File: src/rtl/quad_encoder_array.sv
// rtl/quad_encoder_array.sv - N-channel quadrature encoder front end with register port
// Optional step-period measurement is built when QENC_PERIOD_EN is defined.
module quad_encoder_array #(
  parameter int NCHAN        = 3,
  parameter int POS_WIDTH    = 32,
  parameter int DGL_CYCLES   = 8,
  parameter int PERIOD_WIDTH = 16,
  parameter int CH_BITS      = 4
) (
  input  logic                 clk,
  input  logic                 rst_n,
  input  logic [2*NCHAN-1:0]   enc,
  input  logic                 we,
  input  logic [CH_BITS+1:0]   wa,
  input  logic [POS_WIDTH-1:0] di,
  input  logic [CH_BITS+1:0]   ra,
  output logic [POS_WIDTH-1:0] rdata,
  output logic [NCHAN-1:0]     reached,
  output logic [NCHAN-1:0]     step
);

  // One readback slot per addressable channel; slots beyond NCHAN read as zero.
  localparam int NSLOT = 2 ** CH_BITS;

  logic [POS_WIDTH-1:0] pos_a  [NSLOT];
  logic [POS_WIDTH-1:0] tgt_a  [NSLOT];
  logic [POS_WIDTH-1:0] stat_a [NSLOT];
  logic [POS_WIDTH-1:0] per_a  [NSLOT];

  logic [CH_BITS-1:0] wa_ch;
  logic [1:0]         wa_reg;
  logic [CH_BITS-1:0] ra_ch;
  logic [1:0]         ra_reg;

  assign wa_ch  = wa[CH_BITS+1:2];
  assign wa_reg = wa[1:0];
  assign ra_ch  = ra[CH_BITS+1:2];
  assign ra_reg = ra[1:0];

  // Gray code to its position in the 00->01->11->10 cycle.
  function automatic logic [1:0] gray_idx(input logic [1:0] c);
    return {c[1], c[1] ^ c[0]};
  endfunction

  for (genvar k = 0; k < NSLOT; k++) begin : g_ch
    if (k < NCHAN) begin : g_live
      logic [1:0]           sync1, sync2, cand, acc, acc_d;
      logic [7:0]           dgl_cnt;
      logic [POS_WIDTH-1:0] pos_q, tgt_q;
      logic [7:0]           err_q;
      logic                 dir_q, reached_q, step_q;
      logic                 wr_sel, pos_wr;
      logic [1:0]           delta;
      logic                 fwd, bwd, bad, took;

      assign wr_sel = we && (wa_ch == CH_BITS'(k));
      assign pos_wr = wr_sel && (wa_reg == 2'd0);
      // acc_d lags acc by one clock, so a nonzero delta marks a freshly accepted code.
      assign delta  = gray_idx(acc) - gray_idx(acc_d);
      assign fwd    = (delta == 2'd1);
      assign bwd    = (delta == 2'd3);
      assign bad    = (delta == 2'd2);
      // A position write wins over a same-cycle step, which is then discarded.
      assign took   = (fwd || bwd) && !pos_wr;

      // Two-flop synchroniser for the asynchronous encoder pins.
      always_ff @(posedge clk or negedge rst_n) begin
        if (!rst_n) begin
          sync1 <= 2'b00;
          sync2 <= 2'b00;
        end else begin
          sync1 <= enc[2*k+1:2*k];
          sync2 <= sync1;
        end
      end

      // Deglitch: a new code must be seen DGL_CYCLES consecutive clocks before acceptance.
      always_ff @(posedge clk or negedge rst_n) begin
        if (!rst_n) begin
          cand    <= 2'b00;
          acc     <= 2'b00;
          acc_d   <= 2'b00;
          dgl_cnt <= '0;
        end else begin
          acc_d <= acc;
          if (sync2 == acc) begin
            cand    <= sync2;
            dgl_cnt <= '0;
          end else if (sync2 != cand) begin
            cand    <= sync2;
            dgl_cnt <= 8'd1;
          end else if (dgl_cnt == 8'(DGL_CYCLES - 1)) begin
            acc     <= cand;
            dgl_cnt <= '0;
          end else begin
            dgl_cnt <= dgl_cnt + 8'd1;
          end
        end
      end

      // Decode accepted codes into position, direction, error count and target compare.
      always_ff @(posedge clk or negedge rst_n) begin
        if (!rst_n) begin
          pos_q     <= '0;
          tgt_q     <= '0;
          err_q     <= '0;
          dir_q     <= 1'b0;
          step_q    <= 1'b0;
          reached_q <= 1'b0;
        end else begin
          step_q <= 1'b0;
          if (pos_wr) begin
            pos_q <= di;
          end else if (took) begin
            pos_q  <= fwd ? pos_q + POS_WIDTH'(1) : pos_q - POS_WIDTH'(1);
            dir_q  <= fwd;
            step_q <= 1'b1;
          end
          if (wr_sel && (wa_reg == 2'd1)) tgt_q <= di;
          if (wr_sel && (wa_reg == 2'd2)) err_q <= '0;
          else if (bad && (err_q != 8'hFF)) err_q <= err_q + 8'd1;
          reached_q <= (pos_q == tgt_q);
        end
      end

`ifdef QENC_PERIOD_EN
      logic [PERIOD_WIDTH-1:0] pcnt_q, per_q;

      // Period counter: latch and restart on each step, report all-ones once stalled.
      always_ff @(posedge clk or negedge rst_n) begin
        if (!rst_n) begin
          pcnt_q <= '0;
          per_q  <= '0;
        end else if (took) begin
          per_q  <= pcnt_q;
          pcnt_q <= PERIOD_WIDTH'(1);
        end else if (&pcnt_q) begin
          per_q  <= '1;
        end else begin
          pcnt_q <= pcnt_q + PERIOD_WIDTH'(1);
        end
      end

      assign per_a[k] = POS_WIDTH'(per_q);
`else
      assign per_a[k] = '0;
`endif

      assign pos_a[k]   = pos_q;
      assign tgt_a[k]   = tgt_q;
      assign stat_a[k]  = POS_WIDTH'({dir_q, reached_q, err_q});
      assign step[k]    = step_q;
      assign reached[k] = reached_q;
    end else begin : g_dead
      assign pos_a[k]  = '0;
      assign tgt_a[k]  = '0;
      assign stat_a[k] = '0;
      assign per_a[k]  = '0;
    end
  end

  // Registered readback of the addressed channel register.
  always_ff @(posedge clk or negedge rst_n) begin
    if (!rst_n) begin
      rdata <= '0;
    end else begin
      case (ra_reg)
        2'd0:    rdata <= pos_a[ra_ch];
        2'd1:    rdata <= tgt_a[ra_ch];
        2'd2:    rdata <= stat_a[ra_ch];
        default: rdata <= per_a[ra_ch];
      endcase
    end
  end

endmodule

File: config.mk
export PLATFORM = sky130hd
export DESIGN_NAME = quad_encoder_array
export DESIGN_NICKNAME = d
export VERILOG_FILES = /design/src/rtl/quad_encoder_array.sv
export SDC_FILE = /design/constraint.sdc
export NUM_CORES = 1
export LEC_CHECK = 0
export BUFFER_PORTS_ARGS = -buffer_cell sky130_fd_sc_hd__buf_2
export CAP_MARGIN = 20
export CORE_AREA = 4 4 231 233
export CTS_CLUSTER_SIZE = 24
export DETAILED_ROUTE_END_ITERATION = 16
export DIE_AREA = 0 0 235 237
export PLACE_DENSITY = 0.55
export REMOVE_ABC_BUFFERS = 1
export SYNTH_ARGS = -nofsm -noshare
export SYNTH_HDL_FRONTEND = slang
export SYNTH_SLANG_ARGS = --single-unit
File: constraint.sdc
create_clock -name clk -period 13.37 [get_ports clk]
set_clock_uncertainty 0.05 [all_clocks]
set_input_delay 0 -clock clk [delete_from_list [all_inputs] [get_ports clk]]
set_output_delay 0 -clock clk [all_outputs]
set_load 0.05 [all_outputs]
==> results.json <==
{
  "rsz0062_at_grt": "no",
  "r2r_slack_ns": 7.99,
  "drt_iter0_markers": 1181,
  "core_area_mm2": 0.0512,
  "ir_drop_mv": 0.107,
  "status": "completed",
  "grt_max_degree": 115,
  "max-cap-violations": 0,
  "setup.worst_path.class": "reg2reg",
  "synth_edf_count": 0,
  "rows": 83,
  "rr_worst_depth": 16,
  "ys_warn_count": 0,
  "final_util": 0.453,
  "hold_viol": 0,
  "grt_antenna_before_repair": 2,
  "die_h_um": 237,
  "grt_pass1_wl_mm": 96.2,
  "post_cts_buffers": 0,
  "fin_crit_sh": 0.402,
  "seqCellArea_mm2": 0.00778,
  "clk_pin_slew_ns": 0.06,
  "cts_buffers": 38,
  "overflow": 0,
  "initial_core_util": 0.396,
  "tightest_slew_ns": 1.13,
  "critPathLaunchType": "flip-flop",
  "crit_arrival_ns": 5.80,
  "synthToLayoutAreaGrowth_pct": 14.5,
  "synthCells": 2120,
  "synth_seq_cells": 311,
  "crit_buf_inv": 2,
  "multi_input_area_mm2": 0.0119,
  "path_delay_family": "simple AND/OR/NAND/NOR gates",
  "drc": 0,
  "synthArstFlopShare": 1.00,
  "regToRegEndpoint": "g_ch[0].g_live.pos_q[26]",
  "worstPathCellList": "xnor2_1 > ha_2 > buf_4 > or2_2 > inv_1 > fa_1 > nor2b_1 > o211ai_1 > a211oi_1 > o31ai_2 > or3_1 > nand3_1 > a21boi_1 > nor3b_1 > mux2_2 > o22ai_1",
  "drv_slew": 0,
  "final_antenna_net_count": 0,
  "synth.most_common_cell": "dfrtp_1",
  "min_path_cells": 5,
  "seq_area_frac_synth": 0.384,
  "cts_buffer_depth": 3,
  "leakagePower_nw": 10.2,
  "max_freq_ghz": 0.186,
  "avgViaCountPerCell": 5.61,
  "hold_path_class": "in2reg",
  "cp_max_fo": 57,
  "cp_slowest_cell": "or2_2",
  "dr.pass1.iters": 5,
  "hpwl_mm": 45.8,
  "gr-usage-all-layers": 0.218,
  "gp_congestion": 0.912,
  "synth_flop_cell": "dfrtp_1",
  "finalSetupViolations": 0,
  "clock_latency_ns": 0.57,
  "drive_gt1_frac": 0.155,
  "synth.top_cells.by_count": "dfrtp_1 (311), nor2_1 (268), a21oi_1 (235)",
  "cts_tree": "built",
  "synth_cell_types": 75,
  "synth_area_mm2": 0.0203,
  "dieArea_mm2": 0.0557,
  "cts_max_level": 2,
  "setup_tns_ns": 0,
  "yosys.area.top_type": "dfrtp_1",
  "pin_count": 91,
  "cts_sinks": 311,
  "fin_crit_ns": 5.38,
  "p_per_area_mw_per_mm2": 203,
  "maxSlewHeadroom": 0.242,
  "r2r-start": "g_ch[0].g_live.acc[1]",
  "slowest_delay_ns": 0.75,
  "worstSetupEndpointType": "flip-flop",
  "io_buffers": 90,
  "vias": 16400,
  "fill_cells": 4891,
  "syn_avg_cell_area_um2": 9.57,
  "root_buffer": "clkbuf_16",
  "finalNetCount": 2381,
  "ys_top_cells_by_area": "dfrtp_1 (38%), xor2_1 (7.5%), ha_1 (6.7%)",
  "yosys.area.top_type_share": 0.384,
  "hold_end": "g_ch[2].g_live.err_q[5]",
  "post_drt_wl_per_cell_um": 21.2,
  "dieWidth_um": 235,
  "required_ns": 13.80,
  "grt_pass1_vias": 16400,
  "wl_mm": 61.9,
  "min_from": "wa[4]"
}
==> power breakdown <==
group	internal [mW]	switching [mW]
Clock	0.650	0.427
Sequential	1.16	0.330
Combinational	0.943	1.21
==> state kept, by name, summed over array words and instances (netlist names) <==
| name | cells |
|---|---|
| g_ch.g_live.err_q | 24 |
| g_ch.g_live.step_q | 3 |
| g_ch.g_live.cand | 6 |
| rdata | 32 |
| g_ch.g_live.dgl_cnt | 24 |
| g_ch.g_live.pos_q | 96 |
| g_ch.g_live.acc | 6 |
| g_ch.g_live.dir_q | 3 |
| g_ch.g_live.sync2 | 6 |
| g_ch.g_live.reached_q | 3 |
| g_ch.g_live.acc_d | 6 |
| g_ch.g_live.tgt_q | 96 |
| g_ch.g_live.sync1 | 6 |
==> worst min-delay path, cell delays in order <==
cell and delay (ns):
buf_2 0.08, nor2_1 0.04, nand4b_1 0.17, nor2_1 0.17
nor2_1 0.12
==> cells by family (layout without fill, tap and decap cells) <==
family | count (synthesis) | count (layout) | share of synthesized area
AO/OA/AOI/OAI | 533 | 533 | 0.162
flip-flops | 311 | 311 | 0.384
adder cells (fa/ha/maj) | 111 | 111 | 0.0696
other | 0 | 1 | 0
AND/OR/NAND/NOR | 584 | 584 | 0.132
XOR/XNOR | 245 | 245 | 0.106
multiplexers | 187 | 187 | 0.119
buffers and inverters | 149 | 271 | 0.0289
==> how the worst max path moves through the flow <==
stage                                startpoint                        to  slack, ns  depth (start not counted)
after floorplan           g_ch[2].g_live.acc[1]  g_ch[2].g_live.pos_q[30]       8.13                         16
after CTS                 g_ch[0].g_live.acc[1]  g_ch[0].g_live.pos_q[26]       8.07                         16
after global placement    g_ch[0].g_live.acc[1]  g_ch[0].g_live.pos_q[26]       8.22                         16
final                     g_ch[0].g_live.acc[1]  g_ch[0].g_live.pos_q[26]       7.99                         16
after global routing      g_ch[0].g_live.acc[1]  g_ch[0].g_live.pos_q[26]       7.63                         16
after detailed placement  g_ch[0].g_live.acc[1]  g_ch[0].g_live.pos_q[26]       8.11                         16
==> placed cells by master (no fill, tap or decap), types with 57 or more instances in the layout <==
master / count
xnor2_1: 72
mux2_2: 113
ha_1: 106
dfrtp_1: 311
nor2_1: 268
nand2_1: 96
buf_2: 89
nand3_1: 57
o21ai_0: 94
xor2_1: 173
a21oi_1: 235
==> layout make-up <==
cell class,count,share of cell area
antenna,1,0.000108
clock buffer,51,0.0469
clock inverter,14,0.00857
inverter,41,0.00663
multi-input combinational,1660,0.514
sequential,311,0.335
tap,680,0.0366
timing repair buffer,165,0.0515
==> per-layer routing <==
layer	routed length, µm	GRT usage	up-vias
met5	13	0	-
met4	2270	0.0797	2
met3	3310	0.0410	110
met2	28100	0.345	408
met1	28300	0.300	8119
li1	-	-	7773
==> metrics by stage <==
step	instances	hold slack [ns]	setup slack (ns)	cell area [µm²]	total power, mW
after floorplan	2012	-0.346	8.13	19800	2.99
after detailed placement	2804	0.0593	8.11	21400	3.61
after global placement	2803	0.0607	8.22	21300	3.60
final	2923	0.0105	7.99	23200	4.72
after CTS	2920	0.00318	8.07	23200	4.73
after global routing	2922	0.0478	7.63	23200	5.06
==> repair_timing <==
item,CTS,global route
endpoints found under the hold margin,359,0
resized for setup,0,0
hold buffers,51,0
No activity file was read; power rests on OpenSTA's default activity.
